$ cat config.mk
export PLATFORM = sky130hd
export DESIGN_NAME = cordic_pipe
export DESIGN_NICKNAME = d
export VERILOG_FILES = /design/src/rtl/cordic_pkg.sv /design/src/rtl/cordic_stage.sv /design/src/rtl/cordic_pipe.sv
export SDC_FILE = /design/constraint.sdc
export NUM_CORES = 2
export LEC_CHECK = 0
export CAP_MARGIN = 40
export CORE_ASPECT_RATIO = 1.1
export CORE_MARGIN = 4
export CORE_UTILIZATION = 35
export DETAILED_ROUTE_END_ITERATION = 10
export GPL_TIMING_DRIVEN = 0
export PLACE_DENSITY = 0.51
export SLEW_MARGIN = 25
export SYNTH_ARGS = -nofsm -noshare
export SYNTH_HDL_FRONTEND = slang
export SYNTH_SLANG_ARGS = --single-unit
$ cat constraint.sdc
create_clock -name clk -period 46.6 [get_ports clk]
set_input_delay 4.66 -clock clk [delete_from_list [all_inputs] [get_ports clk]]
set_output_delay 4.66 -clock clk [all_outputs]
set_load 0.005 [all_outputs]
$ cat src/rtl/cordic_pkg.sv
// cordic_pkg -- shared constants for the pipelined CORDIC.
//   cordic_mode_e : rotation / vectoring selector carried with each sample
//   PI_HALF       : +pi/2 as a 32-bit binary angle (2^32 == 2*pi)
//   K_INV         : 1/K (about 0.6073) in Q0.15, for callers prescaling x/y
//   ATAN_TABLE    : atan(2^-i), i = 0..31, as 32-bit binary angles
//   scale_angle() : rounds a 32-bit binary angle down to an aw-bit one
package cordic_pkg;

  typedef enum logic {
    MODE_ROT = 1'b0,
    MODE_VEC = 1'b1
  } cordic_mode_e;

  localparam logic [31:0] PI_HALF = 32'h4000_0000;

  localparam logic signed [15:0] K_INV = 16'sd19898;

  // round(atan(2^-i) * 2^31 / pi)
  localparam logic [31:0] ATAN_TABLE [0:31] = '{
    32'd536870912, 32'd316933406, 32'd167458907, 32'd85004756,
    32'd42667331,  32'd21354465,  32'd10679838,  32'd5340245,
    32'd2670163,   32'd1335087,   32'd667544,    32'd333772,
    32'd166886,    32'd83443,     32'd41722,     32'd20861,
    32'd10430,     32'd5215,      32'd2608,      32'd1304,
    32'd652,       32'd326,       32'd163,       32'd81,
    32'd41,        32'd20,        32'd10,        32'd5,
    32'd3,         32'd1,         32'd1,         32'd0
  };

  // Round-half-up reduction of a 32-bit binary angle to aw bits.
  function automatic logic [31:0] scale_angle(input logic [31:0] a32, input int aw);
    logic [32:0] t;
    if (aw >= 32) return a32;
    t = {1'b0, a32} + (33'd1 << (31 - aw));
    return 32'(t >> (32 - aw));
  endfunction

endpackage

$ cat src/rtl/cordic_stage.sv
// cordic_stage -- one registered CORDIC micro-rotation by atan(2^-SHIFT).
//   clk, rst        : clock, synchronous active-high reset (valid always,
//                     data only when RST_DATA is set)
//   en              : stage enable; everything holds when low
//   in_valid/mode/x/y/z  : sample entering the stage
//   out_valid/mode/x/y/z : registered sample leaving the stage
module cordic_stage
  import cordic_pkg::*;
#(
  parameter int DATA_W   = 18,
  parameter int ANGLE_W  = 16,
  parameter int SHIFT    = 0,
  parameter bit RST_DATA = 1'b0
) (
  input  logic                      clk,
  input  logic                      rst,
  input  logic                      en,
  input  logic                      in_valid,
  input  logic                      in_mode,
  input  logic signed [DATA_W-1:0]  in_x,
  input  logic signed [DATA_W-1:0]  in_y,
  input  logic signed [ANGLE_W-1:0] in_z,
  output logic                      out_valid,
  output logic                      out_mode,
  output logic signed [DATA_W-1:0]  out_x,
  output logic signed [DATA_W-1:0]  out_y,
  output logic signed [ANGLE_W-1:0] out_z
);

  localparam logic signed [ANGLE_W-1:0] ATAN_I =
    ANGLE_W'(scale_angle(ATAN_TABLE[SHIFT], ANGLE_W));

  logic signed [DATA_W-1:0]  x_sh, y_sh, x_nxt, y_nxt;
  logic signed [ANGLE_W-1:0] z_nxt;
  logic                      d_pos;

  always_comb begin
    x_sh  = in_x >>> SHIFT;
    y_sh  = in_y >>> SHIFT;
    // Rotation drives z toward 0; vectoring drives y toward 0.
    d_pos = (in_mode == MODE_VEC) ? in_y[DATA_W-1] : !in_z[ANGLE_W-1];
    if (d_pos) begin
      x_nxt = in_x - y_sh;
      y_nxt = in_y + x_sh;
      z_nxt = in_z - ATAN_I;
    end else begin
      x_nxt = in_x + y_sh;
      y_nxt = in_y - x_sh;
      z_nxt = in_z + ATAN_I;
    end
  end

  // ---- stage register ----
  always_ff @(posedge clk) begin
    if (rst)     out_valid <= 1'b0;
    else if (en) out_valid <= in_valid;
  end

  always_ff @(posedge clk) begin
    if (RST_DATA && rst) begin
      out_mode <= 1'b0;
      out_x    <= '0;
      out_y    <= '0;
      out_z    <= '0;
    end else if (en) begin
      out_mode <= in_mode;
      out_x    <= x_nxt;
      out_y    <= y_nxt;
      out_z    <= z_nxt;
    end
  end

endmodule

$ cat src/rtl/cordic_pipe.sv
// cordic_pipe -- fully pipelined CORDIC, rotation and vectoring modes.
//   clk, rst            : clock, synchronous active-high reset
//   in_valid/in_ready   : input handshake; in_mode 0 = rotate, 1 = vector
//   in_x, in_y [WIDTH]  : signed operands; in_z [ANGLE_W] binary angle
//   out_valid/out_ready : output handshake
//   out_mode, out_x/out_y [WIDTH+2], out_z [ANGLE_W] : registered result,
//                         x/y carry the CORDIC gain K (~1.6468)
// Latency is STAGES+1 enabled cycles; a stalled output freezes every stage.
module cordic_pipe
  import cordic_pkg::*;
#(
  parameter int WIDTH   = 16,
  parameter int ANGLE_W = 16,
  parameter int STAGES  = 14
) (
  input  logic                      clk,
  input  logic                      rst,
  input  logic                      in_valid,
  output logic                      in_ready,
  input  logic                      in_mode,
  input  logic signed [WIDTH-1:0]   in_x,
  input  logic signed [WIDTH-1:0]   in_y,
  input  logic signed [ANGLE_W-1:0] in_z,
  output logic                      out_valid,
  input  logic                      out_ready,
  output logic                      out_mode,
  output logic signed [WIDTH+1:0]   out_x,
  output logic signed [WIDTH+1:0]   out_y,
  output logic signed [ANGLE_W-1:0] out_z
);

  localparam int XW = WIDTH + 2;
  localparam logic signed [ANGLE_W-1:0] PI_HALF_A =
    ANGLE_W'(scale_angle(PI_HALF, ANGLE_W));

  logic en;
  assign in_ready = !(out_valid && !out_ready);
  assign en       = in_ready;

  logic signed [XW-1:0]      x_ext, y_ext, x_pre, y_pre;
  logic signed [ANGLE_W-1:0] z_pre;

  assign x_ext = {{2{in_x[WIDTH-1]}}, in_x};
  assign y_ext = {{2{in_y[WIDTH-1]}}, in_y};

  // Quadrant fold so the iterations only ever see |angle| < pi/2.
  always_comb begin
    x_pre = x_ext;
    y_pre = y_ext;
    z_pre = in_z;
    if (in_mode == MODE_ROT) begin
      if (in_z >= PI_HALF_A) begin
        x_pre = -y_ext;
        y_pre = x_ext;
        z_pre = in_z - PI_HALF_A;
      end else if (in_z < -PI_HALF_A) begin
        x_pre = y_ext;
        y_pre = -x_ext;
        z_pre = in_z + PI_HALF_A;
      end
    end else if (x_ext[XW-1]) begin
      if (!y_ext[XW-1]) begin
        x_pre = y_ext;
        y_pre = -x_ext;
        z_pre = in_z + PI_HALF_A;
      end else begin
        x_pre = -y_ext;
        y_pre = x_ext;
        z_pre = in_z - PI_HALF_A;
      end
    end
  end

  // ---- p0: pre-rotation register ----
  logic                      vld_p0, mode_p0;
  logic signed [XW-1:0]      x_p0, y_p0;
  logic signed [ANGLE_W-1:0] z_p0;

  always_ff @(posedge clk) begin
    if (rst)     vld_p0 <= 1'b0;
    else if (en) vld_p0 <= in_valid;
  end

  always_ff @(posedge clk) begin
    if (en) begin
      mode_p0 <= in_mode;
      x_p0    <= x_pre;
      y_p0    <= y_pre;
      z_p0    <= z_pre;
    end
  end

  // ---- pk: iteration stages; the last one is the output register ----
  logic                      vld_pk  [0:STAGES];
  logic                      mode_pk [0:STAGES];
  logic signed [XW-1:0]      x_pk    [0:STAGES];
  logic signed [XW-1:0]      y_pk    [0:STAGES];
  logic signed [ANGLE_W-1:0] z_pk    [0:STAGES];

  assign vld_pk[0]  = vld_p0;
  assign mode_pk[0] = mode_p0;
  assign x_pk[0]    = x_p0;
  assign y_pk[0]    = y_p0;
  assign z_pk[0]    = z_p0;

  for (genvar k = 0; k < STAGES; k++) begin : g_stage
    cordic_stage #(
      .DATA_W   (XW),
      .ANGLE_W  (ANGLE_W),
      .SHIFT    (k),
      .RST_DATA (k == STAGES - 1)
    ) u_stage (
      .clk       (clk),
      .rst       (rst),
      .en        (en),
      .in_valid  (vld_pk[k]),
      .in_mode   (mode_pk[k]),
      .in_x      (x_pk[k]),
      .in_y      (y_pk[k]),
      .in_z      (z_pk[k]),
      .out_valid (vld_pk[k+1]),
      .out_mode  (mode_pk[k+1]),
      .out_x     (x_pk[k+1]),
      .out_y     (y_pk[k+1]),
      .out_z     (z_pk[k+1])
    );
  end

  assign out_valid = vld_pk[STAGES];
  assign out_mode  = mode_pk[STAGES];
  assign out_x     = x_pk[STAGES];
  assign out_y     = y_pk[STAGES];
  assign out_z     = z_pk[STAGES];

endmodule
==> impl_results.md <==
* Row count at 162
* Hold_buf cts at 0
* First-pass GRT wire length at 256000 um
* Final Cell Area at 70800 um^2
* CP cell instances: clkdlybuf4s50_1 > nor2b_1 > clkbuf_1 > inv_1 > clkbuf_1 > buf_2 > buf_12 > buf_12 > buf_12 > buf_12 > buf_12 > clkdlybuf4s50_1
* Post-synthesis cell area at 62900 um^2
* Layout Skew at 42.8 ps
* Iter 0 DRT Violations at 2386
* Critical path class: input port to output port
* Syn_area_per_cell at 9.75 um^2
* Slowest cell on crit path: buf_2
* Cells after Synth at 6456
* Cells after DPL at 8965
* Vias in the first global route at 47100
* Share of layout cells above drive strength 1 at 3.94%
* I/O pin count at 108
* Final Non-Filler Cells at 9153
* CP startpoint: out_ready
* Critical path peak fanout at 31
* Seq cells post-synth at 809
* CTS resizes at 0
* Initial Util at 35.4%
* Die area at 187000 um^2
* WL per Instance at 17.6 um
* Nets at 7518
* Asr flop ratio synth at 0%
* Final ANT Viol Nets at 0
* Final global-route overflow total at 0
* Core Region at 178000 um^2
* DP HPWL at 130000 um
* RSZ-0062 raised after global routing: false
* Warnings, synthesis at 0
* DRC at 0
* Pin count of the biggest net entering global routing at 34
* Post-synthesis net count at 7283
* Ys flop type: edfxtp_1
* Util after Layout at 39.8%
* Hold Path Class: register to register
* Nature of the critical path endpoint: output port
* CP Launch Type: input port
* Synth cell types at 94
* EDFF count, synth at 741
* Worst r2r src: g_stage[6].u_stage.out_y[17]$_DFFE_PN_
* Total Wirelength at 161000 um
* Final Hold Fails at 0
* Status: finished, final reports clean
* Max-Cap Viols at 0
* Area Overhead vs Synth at 12.6%
* Setup Viol. Count Final at 0
* # Post-CTS Setup Buffers at 0
* Post-DP Area at 67500 um^2
* Rel. slew slack at 44.1%
* Via density per instance at 5.20
* H-tree depth at 3
* DRT Pass-1 Iters at 5
* Setup tns final at 0 ps
* FILL cells at 17800
* GP Congestion at 0.864
* Hold Startpoint: z_p0[1]$_DFFE_PN_
* Die height at 453 um
* CP Data Required Time at 41940 ps
* Clock Sinks at 809
* Later-pin clock latency in the skew report at 730 ps
* CTS tree: built
* I/O Buffers at 93
* Die width at 412 um
* Gr usage total at 16.9%
* Crit path DAT at 8470 ps
* Root Buffer: clkbuf_16
* Fin. max-slew vios at 0
* Clock Pin Slew Worst Setup and Hold Paths at 50 ps
* CTS buffer count at 100
* Slowest cell delay on critical path at 560 ps
* Crit share post-route at 28.2%
* Critical Path Most Common Cell: buf_12
* Max clock buf depth at 3
* Via count at 47600
* Minimum clock period at 13130 ps
* Max Freq at 0.0761 GHz
* Post-synthesis sequential area ratio at 37.5%
* Initial antenna violation count at 1
* Slew at the pin closest to its max-slew limit at 838 ps
-- cell families after synthesis --
| family | Yosys count | share of synthesized area, % |
|---|---|---|
| adders and majority gates | 774 | 15.9 |
| DFF | 809 | 37.5 |
| and+or+nand+nor | 1609 | 12.2 |
| muxes | 41 | 0.682 |
| buffers and inverters | 476 | 2.86 |
| AOI/OAI and AO/OA | 1903 | 19.1 |
| xor gates and xnor gates | 844 | 11.7 |
-- final cells by class --
cell class                 instances  area, um^2  area share, %
multi-input combinational       5171       37500           52.9
sequential                       809       23600           33.3
tap                             2378        2980           4.20
clock buffer                     123        2610           3.69
timing repair buffer             133        1630           2.31
inverter                         339        1270           1.80
clock inverter                    61         691          0.975
buffer                           137         538          0.759
antenna                            2        5.00        0.00706
-- final timing paths --
path,cells past startpoint,slack (ps),to
setup / recovery,12,33470,in_ready
hold / removal,0,420,g_stage[0].u_stage.out_z[1]$_DFFE_PN_
setup reg to reg,16,41450,g_stage[7].u_stage.out_x[17]$_DFFE_PN_
hold reg to reg,0,420,g_stage[0].u_stage.out_z[1]$_DFFE_PN_
-- synth_stat cells, types with 15 or more instances --
cell type / n / area [um^2]
edfxtp_1: 741 / 22300
ha_1: 731 / 9150
a21oi_1: 647 / 3240
xnor2_1: 590 / 5170
nor2_1: 516 / 1940
nand2_1: 409 / 1540
inv_1: 331 / 1240
o21ai_0: 319 / 1600
xor2_1: 254 / 2220
a21o_1: 221 / 1660
nor3_1: 143 / 716
clkbuf_1: 109 / 409
nand2b_1: 106 / 663
o21a_1: 105 / 788
nor2b_1: 92 / 576
o21bai_1: 90 / 676
nand3_1: 78 / 390
a211oi_1: 74 / 556
dfxtp_1: 68 / 1360
a31oi_1: 62 / 388
o211ai_1: 54 / 405
o31ai_1: 52 / 390
or3_1: 46 / 288
fa_1: 43 / 861
o21ai_1: 42 / 210
and3_1: 35 / 219
nand4_1: 35 / 219
nor4_1: 32 / 200
o41ai_1: 28 / 245
or4_1: 28 / 210
mux2i_1: 26 / 260
a21boi_0: 24 / 180
buf_1: 22 / 82.6
o31a_1: 18 / 158
and2_1: 17 / 106
a211o_1: 15 / 131
mux2_2: 15 / 169
-- layout by cell type (no fill, tap or decap), types with 19 or more instances in the layout --
cell type        count
clkbuf_1           125
nor2b_1             92
clkinv_1            20
nor4_1              32
and3_1              35
or3_1               46
o21a_1             105
nand2_1            409
a21o_1             221
o21ai_0            319
clkbuf_16          100
or4_1               28
fa_1                43
dfxtp_1             68
nor2_1             516
nand4_1             35
o211ai_1            54
edfxtp_1           741
a21oi_1            647
clkdlybuf4s50_1     93
inv_1              331
o41ai_1             28
xor2_1             254
nand2b_1           106
mux2i_1             26
buf_1               19
o21ai_1             42
nand3_1             78
a31oi_1             62
o31ai_1             52
o21bai_1            90
nor3_1             143
xnor2_1            590
a211oi_1            74
ha_1               731
a21boi_0            24
buf_12              23
-- per-layer routing --
layer	vias to the layer above	global-route usage [%]	wire length, um
met5	-	0	0
met4	0	6.44	5790
met3	242	1.90	4680
met2	698	31.9	84200
met1	22400	19.5	66700
li1	24200	-	-
-- flip-flops by register name, indices dropped and copies added, names as in the netlist --
signal                     flops
z_p0                          16
x_p0                          18
vld_p0                         1
y_p0                          18
mode_p0                        1
g_stage.u_stage.out_z        224
g_stage.u_stage.out_x        251
g_stage.u_stage.out_y        252
g_stage.u_stage.out_valid     14
g_stage.u_stage.out_mode      14
-- through the flow --
stage	setup slack (ps)	hold slack, ps
after floorplan	16550	400
after global placement	2320	404
after detailed placement	33420	405
after CTS	33400	418
after global routing	33230	422
final	33470	416
-- critical path: cells and delay by family --
family | cells | cell delay, ps
AND/OR/NAND/NOR | 1 | 70
buffers and inverters | 11 | 3630
Power is not shown: default switching activity piles up to over one toggle a cycle in this logic, so the estimate is an artifact.
